==> src/rtl/matmul_sequencer.sv <==
// Control FSM for the ROM-fed matrix-multiply datapath: issues one LANES-wide beat per
// cycle, tracks beats through the ROM and adder-tree latency, and hands out finished C elements.
//
// state | meaning
// IDLE  | waiting for start after reset
// RUN   | issuing beats, one per enabled cycle
// DRAIN | all beats issued, waiting for tag pipe to empty and last result to be taken
// DONE  | run complete, done high, counters and cycle_count held
module matmul_sequencer #(
    parameter int N        = 64,
    parameter int LANES    = 8,
    parameter int ROM_LAT  = 1,
    parameter int TREE_LAT = 2,
    parameter int CNT_W    = 16
) (
    input  logic                      clock,
    input  logic                      reset,
    input  logic                      start,
    input  logic                      result_ready,
    output logic [2*$clog2(N)-1:0]    rom_a_addr,
    output logic [2*$clog2(N)-1:0]    rom_b_addr,
    output logic                      pipe_en,
    output logic                      acc_clear,
    output logic                      acc_en,
    output logic                      result_valid,
    output logic [$clog2(N)-1:0]      result_row,
    output logic [$clog2(N)-1:0]      result_col,
    output logic                      busy,
    output logic                      done,
    output logic [CNT_W-1:0]          cycle_count
);

    localparam int IDX_W = $clog2(N);
    localparam int LAT   = ROM_LAT + TREE_LAT;

    localparam logic [IDX_W-1:0] IDX_LAST = IDX_W'(N - 1);
    localparam logic [IDX_W-1:0] K_LAST   = IDX_W'(N - LANES);
    localparam logic [IDX_W-1:0] K_STEP   = IDX_W'(LANES);
    localparam logic [CNT_W-1:0] CNT_MAX  = {CNT_W{1'b1}};

    typedef enum logic [1:0] {
        IDLE  = 2'd0,
        RUN   = 2'd1,
        DRAIN = 2'd2,
        DONE  = 2'd3
    } state_t;

    state_t state;
    state_t state_next;

    logic [IDX_W-1:0] cnt_i;
    logic [IDX_W-1:0] cnt_j;
    logic [IDX_W-1:0] cnt_k;

    logic [LAT-1:0]   tag_valid;
    logic [LAT-1:0]   tag_first;
    logic [LAT-1:0]   tag_last;
    logic [IDX_W-1:0] tag_i [LAT];
    logic [IDX_W-1:0] tag_j [LAT];

    logic issue;
    logic run_start;
    logic last_beat;
    logic tags_empty;
    logic accept;

    assign last_beat  = (cnt_i == IDX_LAST) && (cnt_j == IDX_LAST) && (cnt_k == K_LAST);
    assign tags_empty = ~|tag_valid;
    assign accept     = result_valid && result_ready;

    // Counters are stable outside RUN, so the addresses hold their last value there.
    assign rom_a_addr = {cnt_i, cnt_k};
    assign rom_b_addr = {cnt_j, cnt_k};

    always_ff @(posedge clock) begin
        if (reset) begin
            state <= IDLE;
        end else begin
            state <= state_next;
        end
    end

    always_comb begin
        state_next = state;
        busy       = 1'b0;
        done       = 1'b0;
        pipe_en    = 1'b0;
        issue      = 1'b0;
        acc_en     = 1'b0;
        acc_clear  = 1'b0;
        run_start  = 1'b0;

        busy      = (state == RUN) || (state == DRAIN);
        done      = (state == DONE);
        pipe_en   = busy && !(result_valid && !result_ready);
        issue     = (state == RUN) && pipe_en;
        acc_en    = pipe_en && tag_valid[LAT-1];
        acc_clear = acc_en && tag_first[LAT-1];
        run_start = ((state == IDLE) || (state == DONE)) && start;

        case (state)
            IDLE: begin
                if (start) begin
                    state_next = RUN;
                end
            end
            RUN: begin
                if (issue && last_beat) begin
                    state_next = DRAIN;
                end
            end
            DRAIN: begin
                // Once the tag pipe is empty the pending result is the final element.
                if (tags_empty && (accept || !result_valid)) begin
                    state_next = DONE;
                end
            end
            DONE: begin
                if (start) begin
                    state_next = RUN;
                end
            end
            default: begin
                state_next = IDLE;
            end
        endcase
    end

    // Issue counters: k inner, j middle, i outer; frozen on the last beat.
    always_ff @(posedge clock) begin
        if (reset) begin
            cnt_i <= '0;
            cnt_j <= '0;
            cnt_k <= '0;
        end else if (run_start) begin
            cnt_i <= '0;
            cnt_j <= '0;
            cnt_k <= '0;
        end else if (issue && !last_beat) begin
            if (cnt_k == K_LAST) begin
                cnt_k <= '0;
                if (cnt_j == IDX_LAST) begin
                    cnt_j <= '0;
                    cnt_i <= cnt_i + 1'b1;
                end else begin
                    cnt_j <= cnt_j + 1'b1;
                end
            end else begin
                cnt_k <= cnt_k + K_STEP;
            end
        end
    end

    always_ff @(posedge clock) begin
        if (reset) begin
            tag_valid <= '0;
            tag_first <= '0;
            tag_last  <= '0;
            for (int s = 0; s < LAT; s++) begin
                tag_i[s] <= '0;
                tag_j[s] <= '0;
            end
        end else if (pipe_en) begin
            tag_valid[0] <= issue;
            tag_first[0] <= (cnt_k == '0);
            tag_last[0]  <= (cnt_k == K_LAST);
            tag_i[0]     <= cnt_i;
            tag_j[0]     <= cnt_j;
            for (int s = 1; s < LAT; s++) begin
                tag_valid[s] <= tag_valid[s-1];
                tag_first[s] <= tag_first[s-1];
                tag_last[s]  <= tag_last[s-1];
                tag_i[s]     <= tag_i[s-1];
                tag_j[s]     <= tag_j[s-1];
            end
        end
    end

    // A new element may complete in the same cycle the previous one is accepted.
    always_ff @(posedge clock) begin
        if (reset) begin
            result_valid <= 1'b0;
            result_row   <= '0;
            result_col   <= '0;
        end else if (acc_en && tag_last[LAT-1]) begin
            result_valid <= 1'b1;
            result_row   <= tag_i[LAT-1];
            result_col   <= tag_j[LAT-1];
        end else if (accept) begin
            result_valid <= 1'b0;
        end
    end

    always_ff @(posedge clock) begin
        if (reset) begin
            cycle_count <= '0;
        end else if (run_start) begin
            cycle_count <= '0;
        end else if (busy && (cycle_count != CNT_MAX)) begin
            cycle_count <= cycle_count + 1'b1;
        end
    end

endmodule

==> config.mk <==
export PLATFORM = sky130hd
export DESIGN_NAME = matmul_sequencer
export DESIGN_NICKNAME = d
export VERILOG_FILES = /design/src/rtl/matmul_sequencer.sv
export SDC_FILE = /design/constraint.sdc
export NUM_CORES = 1
export LEC_CHECK = 0
export CORE_ASPECT_RATIO = 1.25
export CORE_MARGIN = 10
export CORE_UTILIZATION = 50
export CTS_BUF_LIST = sky130_fd_sc_hd__clkbuf_16
export DETAILED_ROUTE_END_ITERATION = 8
export PLACE_DENSITY = 0.75
export SYNTH_ARGS = -nofsm -noshare
export SYNTH_HDL_FRONTEND = slang
export SYNTH_SLANG_ARGS = --single-unit
==> constraint.sdc <==
create_clock -name clock -period 2.8 [get_ports clock]
set_input_delay 0.28 -clock clock [delete_from_list [all_inputs] [get_ports clock]]
set_output_delay 0.28 -clock clock [all_outputs]
set_load 0.02 [all_outputs]
==> results.json <==
{
  "drive_above_1_share": 0.101,
  "cts_sinks": 91,
  "cts.clk_slew.worst_paths_ns": 0.07,
  "final.period_utilization": 0.929,
  "async_flop_share": 0,
  "grt_antenna_before_repair": 0,
  "post_cts_buffers": 0,
  "crit_arrival_ns": 2.32,
  "ant_nets": 0,
  "slew_headroom": 0.354,
  "area_growth_pct": 22.7,
  "viasPerCell": 5.12,
  "hold_viol": 0,
  "synth.distinct_cells": 52,
  "p_per_area_nw_per_um2": 765,
  "outcome": "completed",
  "regArea_sq_um": 2180,
  "ctsRootBufferMaster": "clkbuf_16",
  "slowest_delay_ns": 0.60,
  "synth-edff-count": 36,
  "synthMuxAreaShare": 0.0376,
  "rows": 36,
  "ys.warnings.count": 0,
  "p_leak_nw": 1.85,
  "first_pass_iters": 4,
  "clock_latency_ns": 0.34,
  "synth-xor-area-share": 0.0548,
  "start_util": 0.513,
  "fillers": 610,
  "ys_seq_area_frac": 0.546,
  "crit_buf_inv": 3,
  "dieWidth_um": 100,
  "critPathKind": "flip-flop to output port",
  "rsz0062_at_grt": "false",
  "cpMaxStageDelayCell": "clkdlybuf4s50_1",
  "gp_congestion": 0.832,
  "finalCoreUtilization": 0.630,
  "coreArea_sq_um": 7790,
  "synthAdderAreaFrac": 0.0250,
  "cts_tree": "done",
  "netlist_instances": 366,
  "start_kind": "flip-flop",
  "synth_ff_type": "dfxtp_1",
  "grt_max_degree": 37,
  "endpoint_kind": "output port",
  "dp_hpwl_mm": 5.22,
  "htree_num_levels": 3,
  "wl_mm": 7.18,
  "grt_use_total": 0.123,
  "worstPathCellList": "inv_1, ha_1, inv_2, and3_1, and2_1, clkdlybuf4s50_1",
  "n_antenna_cell": 0,
  "final_nets": 434,
  "crit_fanout": 7,
  "setup_viol": 0,
  "post_drt_wl_per_cell_um": 13.8,
  "synth_top_area_frac": 0.275,
  "postSynthAreaPerCell_sq_um": 10.9,
  "period_needed_ns": 2.60,
  "synth_compound_area_frac": 0.0501,
  "cp_data_required_time_ns": 2.52,
  "finClkSkew_ns": 0.00813,
  "grt_pass1_vias": 2683,
  "crit_family": "buffers and inverters",
  "peakVddDrop_uv": 521,
  "holdBufCountCts": 0,
  "portBuffers": 55,
  "dieArea_sq_um": 12000,
  "synth.largest_area_cell": "dfxtp_1",
  "multiInputGateArea_sq_um": 1690,
  "synth_area_sq_um": 4000,
  "cts_resized": 0,
  "cap_violations": 0,
  "ioPinCount": 62,
  "cts_inserted_buffers": 9,
  "drc_errors": 0,
  "die_h_um": 120,
  "vias": 2675,
  "synth-simple-area-share": 0.249,
  "ys_top_cells_by_area": "dfxtp_1, edfxtp_1, and2_1",
  "fmax_mhz": 385,
  "overflow": 0,
  "ys_ff_latch": 91,
  "setup_tns_ns": 0,
  "slew_viol_final": 0,
  "grt_first_pass_wirelength_mm": 12.3,
  "synth_top_family_by_area": "simple AND/OR/NAND/NOR gates",
  "hp-class": "flip-flop to flip-flop",
  "drt_iter0_drc": 107,
  "cts_buffer_depth": 2,
  "finalPower_mw": 3.75,
  "tightest_slew_ns": 0.960
}
==> stage by stage <==
stage	hold slack [ns]	instance area (sq um)	std cells	setup slack, ns
2_1_floorplan	0.432	4020	371	0.202
4_1_cts	0.453	4910	522	0.181
5_1_grt	0.470	4910	522	0.0798
3_3_place_gp	0.440	4620	506	0.552
3_5_place_dp	0.443	4620	506	0.519
6_report	0.454	4910	522	0.199
==> synth_stat cells, types with 4 or more instances <==
master    count
buf_4        10
xnor2_1      16
dfxtp_1      55
xor2_1        9
clkbuf_1     10
nand2b_1      4
nand2_1      26
and2_1       40
nand3_1       9
o21ai_0       4
inv_1         4
a21oi_1      12
edfxtp_1     36
nand4_1       6
mux2i_1      15
ha_1          8
nor2_1       48
nor3_1        7
==> path summary, 6_finish.rpt <==
check,to,slack [ns],depth (start not counted),start
max reg2reg,cnt_k[4],0.49,6,cnt_i[0]
min,tag_last[2],0.45,2,tag_last[1]
min reg2reg,tag_last[2],0.45,2,tag_last[1]
max,acc_clear,0.20,6,state[0]
==> where the power goes <==
group / leakage, nW / internal [mW] / switching, mW
Combinational: 0.874 / 0.286 / 0.518
Sequential: 0.836 / 1.71 / 0.0828
Clock: 0.141 / 0.625 / 0.530
Total: 1.85 / 2.62 / 1.13
==> placed cells by master, fill, tap and decap left out, types with 4 or more instances in the layout <==
| cell | count |
|---|---|
| and2_1 | 40 |
| clkdlybuf4s50_1 | 55 |
| nand2b_1 | 4 |
| nor2_1 | 48 |
| buf_4 | 7 |
| nor3_1 | 7 |
| dfxtp_1 | 55 |
| edfxtp_1 | 36 |
| a21oi_1 | 12 |
| nand3_1 | 9 |
| xor2_1 | 9 |
| o21ai_0 | 4 |
| conb_1 | 6 |
| inv_1 | 4 |
| mux2i_1 | 15 |
| ha_1 | 8 |
| clkbuf_16 | 9 |
| nand2_1 | 26 |
| nand4_1 | 6 |
| xnor2_1 | 16 |
==> cell families (layout without fill, tap and decap cells) <==
| family | Yosys count | after routing |
|---|---|---|
| AOI/OAI and AO/OA | 27 | 27 |
| xor gates and xnor gates | 25 | 25 |
| adders and majority gates | 8 | 8 |
| buffers and inverters | 28 | 84 |
| DFF | 91 | 91 |
| muxes | 15 | 15 |
| other | 1 | 6 |
| and+or+nand+nor | 171 | 171 |
==> cell type report <==
type / instances / area share
Clock inverter: 7 / 0.0133
Tap cell: 95 / 0.0242
Inverter: 6 / 0.00459
Timing Repair Buffer: 62 / 0.123
Sequential cell: 91 / 0.445
Multi-Input combinational cell: 252 / 0.344
Clock buffer: 9 / 0.0459
==> routing by layer <==
metal / up-vias / track usage / part of all wire
li1: 1363 / - / -
met1: 1239 / 0.137 / 0.42
met2: 63 / 0.197 / 0.48
met3: 10 / 0.0540 / 0.084
met4: 0 / 0.0619 / 0.015
met5: - / 0 / 0
==> worst reg2reg max path, delay by kind of cell, from the launching register on <==
family,cells,cell delay (ns)
compound gates,1,0.31
flops,1,0.40
simple gates,3,0.98
fa+ha+maj,1,0.26
mux,1,0.23
==> flip-flops by register name, summed over array words and instances, names as in the netlist, 2 cells and up <==
name and flops:
tag_valid 3, tag_last 3, tag_i 18, cnt_k 3, state 2, result_row 6, cnt_i 6, tag_first 3
cnt_j 6, tag_j 18, cycle_count 16, result_col 6
(Power assumes the default switching activity.)
